==> src/rtl/fetch_unit.sv <==
// Instruction fetch stage: owns the PC, registers ROM data into the instruction
// register, and applies halt, taken-branch redirects and decoder stalls.
module fetch_unit #(
    parameter int              IW       = 16,
    parameter int              DW       = 9,
    parameter logic [IW-1:0]   START_PC = '0
) (
    input  logic          clk_i,
    input  logic          rst_i,
    input  logic          start_i,
    input  logic          stall_i,
    input  logic          branch_rel_i,
    input  logic          branch_abs_i,
    input  logic          taken_i,
    input  logic [7:0]    offset_i,
    input  logic [IW-1:0] target_i,
    input  logic          halt_i,
    input  logic [DW-1:0] inst_in_i,
    output logic [IW-1:0] inst_address_o,
    output logic [DW-1:0] inst_out_o,
    output logic          inst_valid_o,
    output logic [IW-1:0] pc_out_o,
    output logic          done_o,
    output logic [15:0]   cycles_o
);

    typedef enum logic [1:0] {S_IDLE, S_RUN, S_HALTED} state_e;

    state_e        state_q, state_d;
    logic [IW-1:0] pc_q, pc_d;
    logic [IW-1:0] pc_out_q, pc_out_d;
    logic [DW-1:0] inst_q, inst_d;
    logic          valid_q, valid_d;
    logic          done_q, done_d;
    logic [15:0]   cycles_q, cycles_d;

    logic          halt_hit;
    logic          redirect;
    logic [IW-1:0] rel_target;

    // Control inputs describe the instruction in IR, so they only count while it is live.
    assign halt_hit   = valid_q && halt_i;
    assign redirect   = valid_q && taken_i && (branch_rel_i || branch_abs_i);
    assign rel_target = pc_out_q + {{(IW-8){offset_i[7]}}, offset_i};

    always_comb begin
        state_d  = state_q;
        pc_d     = pc_q;
        pc_out_d = pc_out_q;
        inst_d   = inst_q;
        valid_d  = valid_q;
        done_d   = done_q;
        cycles_d = cycles_q;
        case (state_q)
            S_IDLE: begin
                if (start_i) begin
                    state_d  = S_RUN;
                    pc_d     = START_PC;
                    cycles_d = '0;
                end
            end
            S_RUN: begin
                if (cycles_q != 16'hFFFF) cycles_d = cycles_q + 16'd1;
                if (halt_hit) begin
                    state_d = S_HALTED;
                    valid_d = 1'b0;
                    done_d  = 1'b1;
                end else if (redirect) begin
                    pc_d    = branch_abs_i ? target_i : rel_target;
                    valid_d = 1'b0;
                end else if (!stall_i) begin
                    inst_d   = inst_in_i;
                    pc_out_d = pc_q;
                    valid_d  = 1'b1;
                    pc_d     = pc_q + IW'(1);
                end
            end
            S_HALTED: begin
                if (start_i) begin
                    state_d  = S_RUN;
                    pc_d     = START_PC;
                    cycles_d = '0;
                    done_d   = 1'b0;
                    valid_d  = 1'b0;
                end
            end
            default: state_d = S_IDLE;
        endcase
    end

    always_ff @(posedge clk_i or posedge rst_i) begin
        if (rst_i) begin
            state_q  <= S_IDLE;
            pc_q     <= START_PC;
            pc_out_q <= '0;
            inst_q   <= '0;
            valid_q  <= 1'b0;
            done_q   <= 1'b0;
            cycles_q <= '0;
        end else begin
            state_q  <= state_d;
            pc_q     <= pc_d;
            pc_out_q <= pc_out_d;
            inst_q   <= inst_d;
            valid_q  <= valid_d;
            done_q   <= done_d;
            cycles_q <= cycles_d;
        end
    end

    assign inst_address_o = pc_q;
    assign inst_out_o     = inst_q;
    assign inst_valid_o   = valid_q;
    assign pc_out_o       = pc_out_q;
    assign done_o         = done_q;
    assign cycles_o       = cycles_q;

endmodule

==> config.mk <==
export PLATFORM = sky130hd
export DESIGN_NAME = fetch_unit
export DESIGN_NICKNAME = d
export VERILOG_FILES = /design/src/rtl/fetch_unit.sv
export SDC_FILE = /design/constraint.sdc
export NUM_CORES = 1
export LEC_CHECK = 0
export ABC_AREA = 1
export BUFFER_PORTS_ARGS = -buffer_cell sky130_fd_sc_hd__buf_4
export CAP_MARGIN = 5
export CORE_MARGIN = 1.5
export CORE_UTILIZATION = 49
export DETAILED_ROUTE_END_ITERATION = 8
export GPL_TIMING_DRIVEN = 0
export HOLD_SLACK_MARGIN = 0.08
export PLACE_DENSITY = 0.77
export SLEW_MARGIN = 40
export SYNTH_ARGS = -nofsm -noshare
export SYNTH_HDL_FRONTEND = slang
export SYNTH_SLANG_ARGS = --single-unit
==> constraint.sdc <==
create_clock -name clk_i -period 1.6 [get_ports clk_i]
set_input_delay 0.24 -clock clk_i [delete_from_list [all_inputs] [get_ports clk_i]]
set_output_delay 0.24 -clock clk_i [all_outputs]
set_load 0.005 [all_outputs]
==> out/results.ini <==
[global_route]
overflow = 0
grt_pass1_vias = 4557
grt_start_max_net_pins = 26
grt_pass1_wl_mm = 21.3
antenna_found_initial = 0
grt_usage = 0.300

[sta]
slew_headroom = 0.666
period_share = 1.18
skew_ns = 0.0140
max_freq_ghz = 0.529
whs_ns = 0.129
slew_violations = 0
layout_min_cycle_time_ns = 1.89
setup_viol = 34
rsz0062_at_grt = true
fin_ws_ns = -0.291
hold_violations = 0
tightest_slew_ns = 0.500

[critical_path]
worstSetupStartpointType = flop
worst_setup_path_end_kind = flop
crit_family = simple AND/OR/NAND/NOR gates
worstPathCellList = ha_2 > inv_2 > fa_2 > nor2_2 > nor2_2 > nand3b_1 > nand3_1 > nand2_1 > nand3_1 > nand2_1 > nand2_1 > nand2_1
path_buf_inv = 1
crit_required_ns = 1.84
rrSetupSlack_ns = -0.29
crit_type = reg -> reg
cp_data_arrival_time_ns = 2.13
crit_path_max_fanout = 2
cp_common_cell = nand2_1
regToRegEndpoint = inst_address_o[12]
ff2ff_path_depth = 12
max_stage_delay_ns = 0.37
crit_cells = 12
crit_start = pc_out_o[0]
critical_path.slowest_cell = dfrtp_1
r2r-start = pc_out_o[0]

[synthesis]
syn_area_um2 = 4280
ys_seq_area_frac = 0.357
synth_top_area_cell = dfrtp_1
yosysWarnings = 0
ys_ff_latch = 61
synth_cells = 592
syn_nets = 654
netlist.area_leader.share = 0.357
avgSynthCellArea_um2 = 7.22
synthTopCellsByArea = dfrtp_1, nand2_1, inv_1
synthDistinctLibCells = 39

[power]
ir_worst_vdd_uv = 1410
p_leak_nw = 3.21
p_per_area_nw_per_um2 = 1740

[place]
hpwl_mm = 9.61
place_congestion = 0.918
portBuffers = 99
post-place-ws_ns = -0.330

[cts]
cts_tree = yes
clock_latency_ns = 0.35
clockBufferDepth = 2
clk_pin_slew_ns = 0.07
cts_root_buffer = clkbuf_8
cts_buffers = 9
cts_max_level = 3
cts.sinks = 61

[min_path]
hp-class = in -> reg
hold-path-endpoint = inst_out_o[0]
holdPathStages = 2
hp-start = inst_in_i[0]

[routing]
num_vias = 4907
drtPass1Iterations = 5
dr.first_iter.drc_count = 296
wl_mm = 15.4
routedWlPerCell_um = 17.8
avgViaCountPerCell = 5.66
drc = 0
ant_nets = 0

[die]
coreArea_um2 = 8340
fp.dieW_um = 96.4
start_util = 0.513
row_count = 33
die_y_um = 96.4
ios = 100
dieArea_um2 = 9300

[layout]
antenna_cells = 0
fin_nets = 820
syn2layout_area_growth_pct = 54.2
drive_gt1_frac = 0.423
fillers = 514

[outcome]
outcome = complete, but fails checks
violations = setup timing

[flow_run]
maxCapViolCount = 0

-- synth_stat cells, drive strengths merged --
master  instances
a21oi          33
nand2         177
nor3            6
nor3b           1
o21a            1
mux2           10
a211oi          1
nor2           54
inv            71
buf             9
clkbuf          5
and2            1
nand3b          4
or2             1
o211ai          1
dfrtp          61
o32ai           1
o22ai           2
xor2           12
nand4          11
o21bai          1
xnor2           6
fa              1
ha             20
nand3          45
o31ai          10
o21ai          47
-- worst register-to-register path, stage by stage, from the launching register on --
cell and delay [ns]:
dfrtp_1 0.37, ha_2 0.20, inv_2 0.04, fa_2 0.37, nor2_2 0.11, nor2_2 0.05, nand3b_1 0.20, nand3_1 0.12
nand2_1 0.05, nand3_1 0.08, nand2_1 0.09, nand2_1 0.08, nand2_1 0.05
-- where the power goes --
group | switching, mW | internal [mW]
combinational | 3.98 | 3.59
clock | 0.612 | 0.702
sequential | 0.547 | 2.04
-- metal layers --
layer / vias to the layer above / wire (um) / part of all wire / track usage
li1: 2269 / - / - / -
met1: 2329 / 6050 / 0.39 / 0.377
met2: 251 / 7720 / 0.50 / 0.513
met3: 58 / 1120 / 0.073 / 0.0603
met4: 0 / 504 / 0.033 / 0.109
met5: - / 0 / 0 / 0
-- flip-flops by register name, summed over array words and instances (netlist names) --
| signal | flops |
|---|---|
| cycles_o | 16 |
| inst_address_o | 16 |
| pc_out_o | 16 |
| inst_out_o | 9 |
| state_q | 2 |
| done_o | 1 |
| inst_valid_o | 1 |
-- layout make-up --
type / instances / area (um^2) / area share
Multi-Input combinational cell: 446 / 3060 / 0.464
Sequential cell: 61 / 1530 / 0.232
Timing Repair Buffer: 155 / 1290 / 0.196
Inverter: 71 / 290 / 0.0440
Tap cell: 105 / 131 / 0.0199
Clock buffer: 10 / 128 / 0.0194
Buffer: 14 / 114 / 0.0173
Clock inverter: 5 / 52.6 / 0.00797
-- worst max-delay path by stage --
stage	end
4_1_cts	inst_address_o[12]
2_1_floorplan	inst_address_o[12]
5_1_grt	inst_address_o[12]
3_5_place_dp	inst_address_o[1]
6_report	inst_address_o[12]
3_3_place_gp	inst_address_o[1]
-- metrics by stage --
| stage | power, mW | cell area, um^2 | utilization | TNS, ns | cells |
|---|---|---|---|---|---|
| floorplan | 5.39 | 4300 | - | -0.0608 | 592 |
| detailed placement | 7.14 | 5230 | 0.626 | -10.39 | 798 |
| CTS | 9.57 | 5990 | 0.718 | -1.30 | 846 |
| global placement | 6.96 | 5170 | 0.620 | -7.73 | 796 |
| finish | 11.5 | 6590 | 0.791 | -5.35 | 867 |
| global route | 12.1 | 6590 | 0.791 | -7.39 | 867 |
-- cells by family after synthesis --
group	synth area share
fa+ha+maj	0.0632
simple gates	0.304
mux	0.0263
xor+xnor	0.0369
flops	0.357
buf+inv	0.0846
compound gates	0.128
-- timing repair --
| action | CTS | global route |
|---|---|---|
| pin swaps | 30 | 39 |
| gates cloned | 0 | 3 |
| gates resized for setup | 75 | 99 |
| hold buffers | 1 | 0 |
| setup endpoints to repair | 58 | 56 |
| setup buffers | 32 | 19 |
| hold endpoints to repair | 12 | 0 |
-- layout by cell type (no fill, tap or decap), types with 13 or more instances in the layout --
cell type / netlist / layout
nor2_1: 49 / 35
nand3_1: 44 / 35
nand2_4: 0 / 13
o21ai_0: 41 / 32
ha_4: 0 / 16
nor2_2: 3 / 13
a21oi_1: 33 / 27
buf_4: 2 / 143
inv_1: 67 / 55
nand2_1: 177 / 145
nand2_2: 0 / 19
dfrtp_1: 61 / 57
Note: power is estimated with default switching activity, not from simulation.
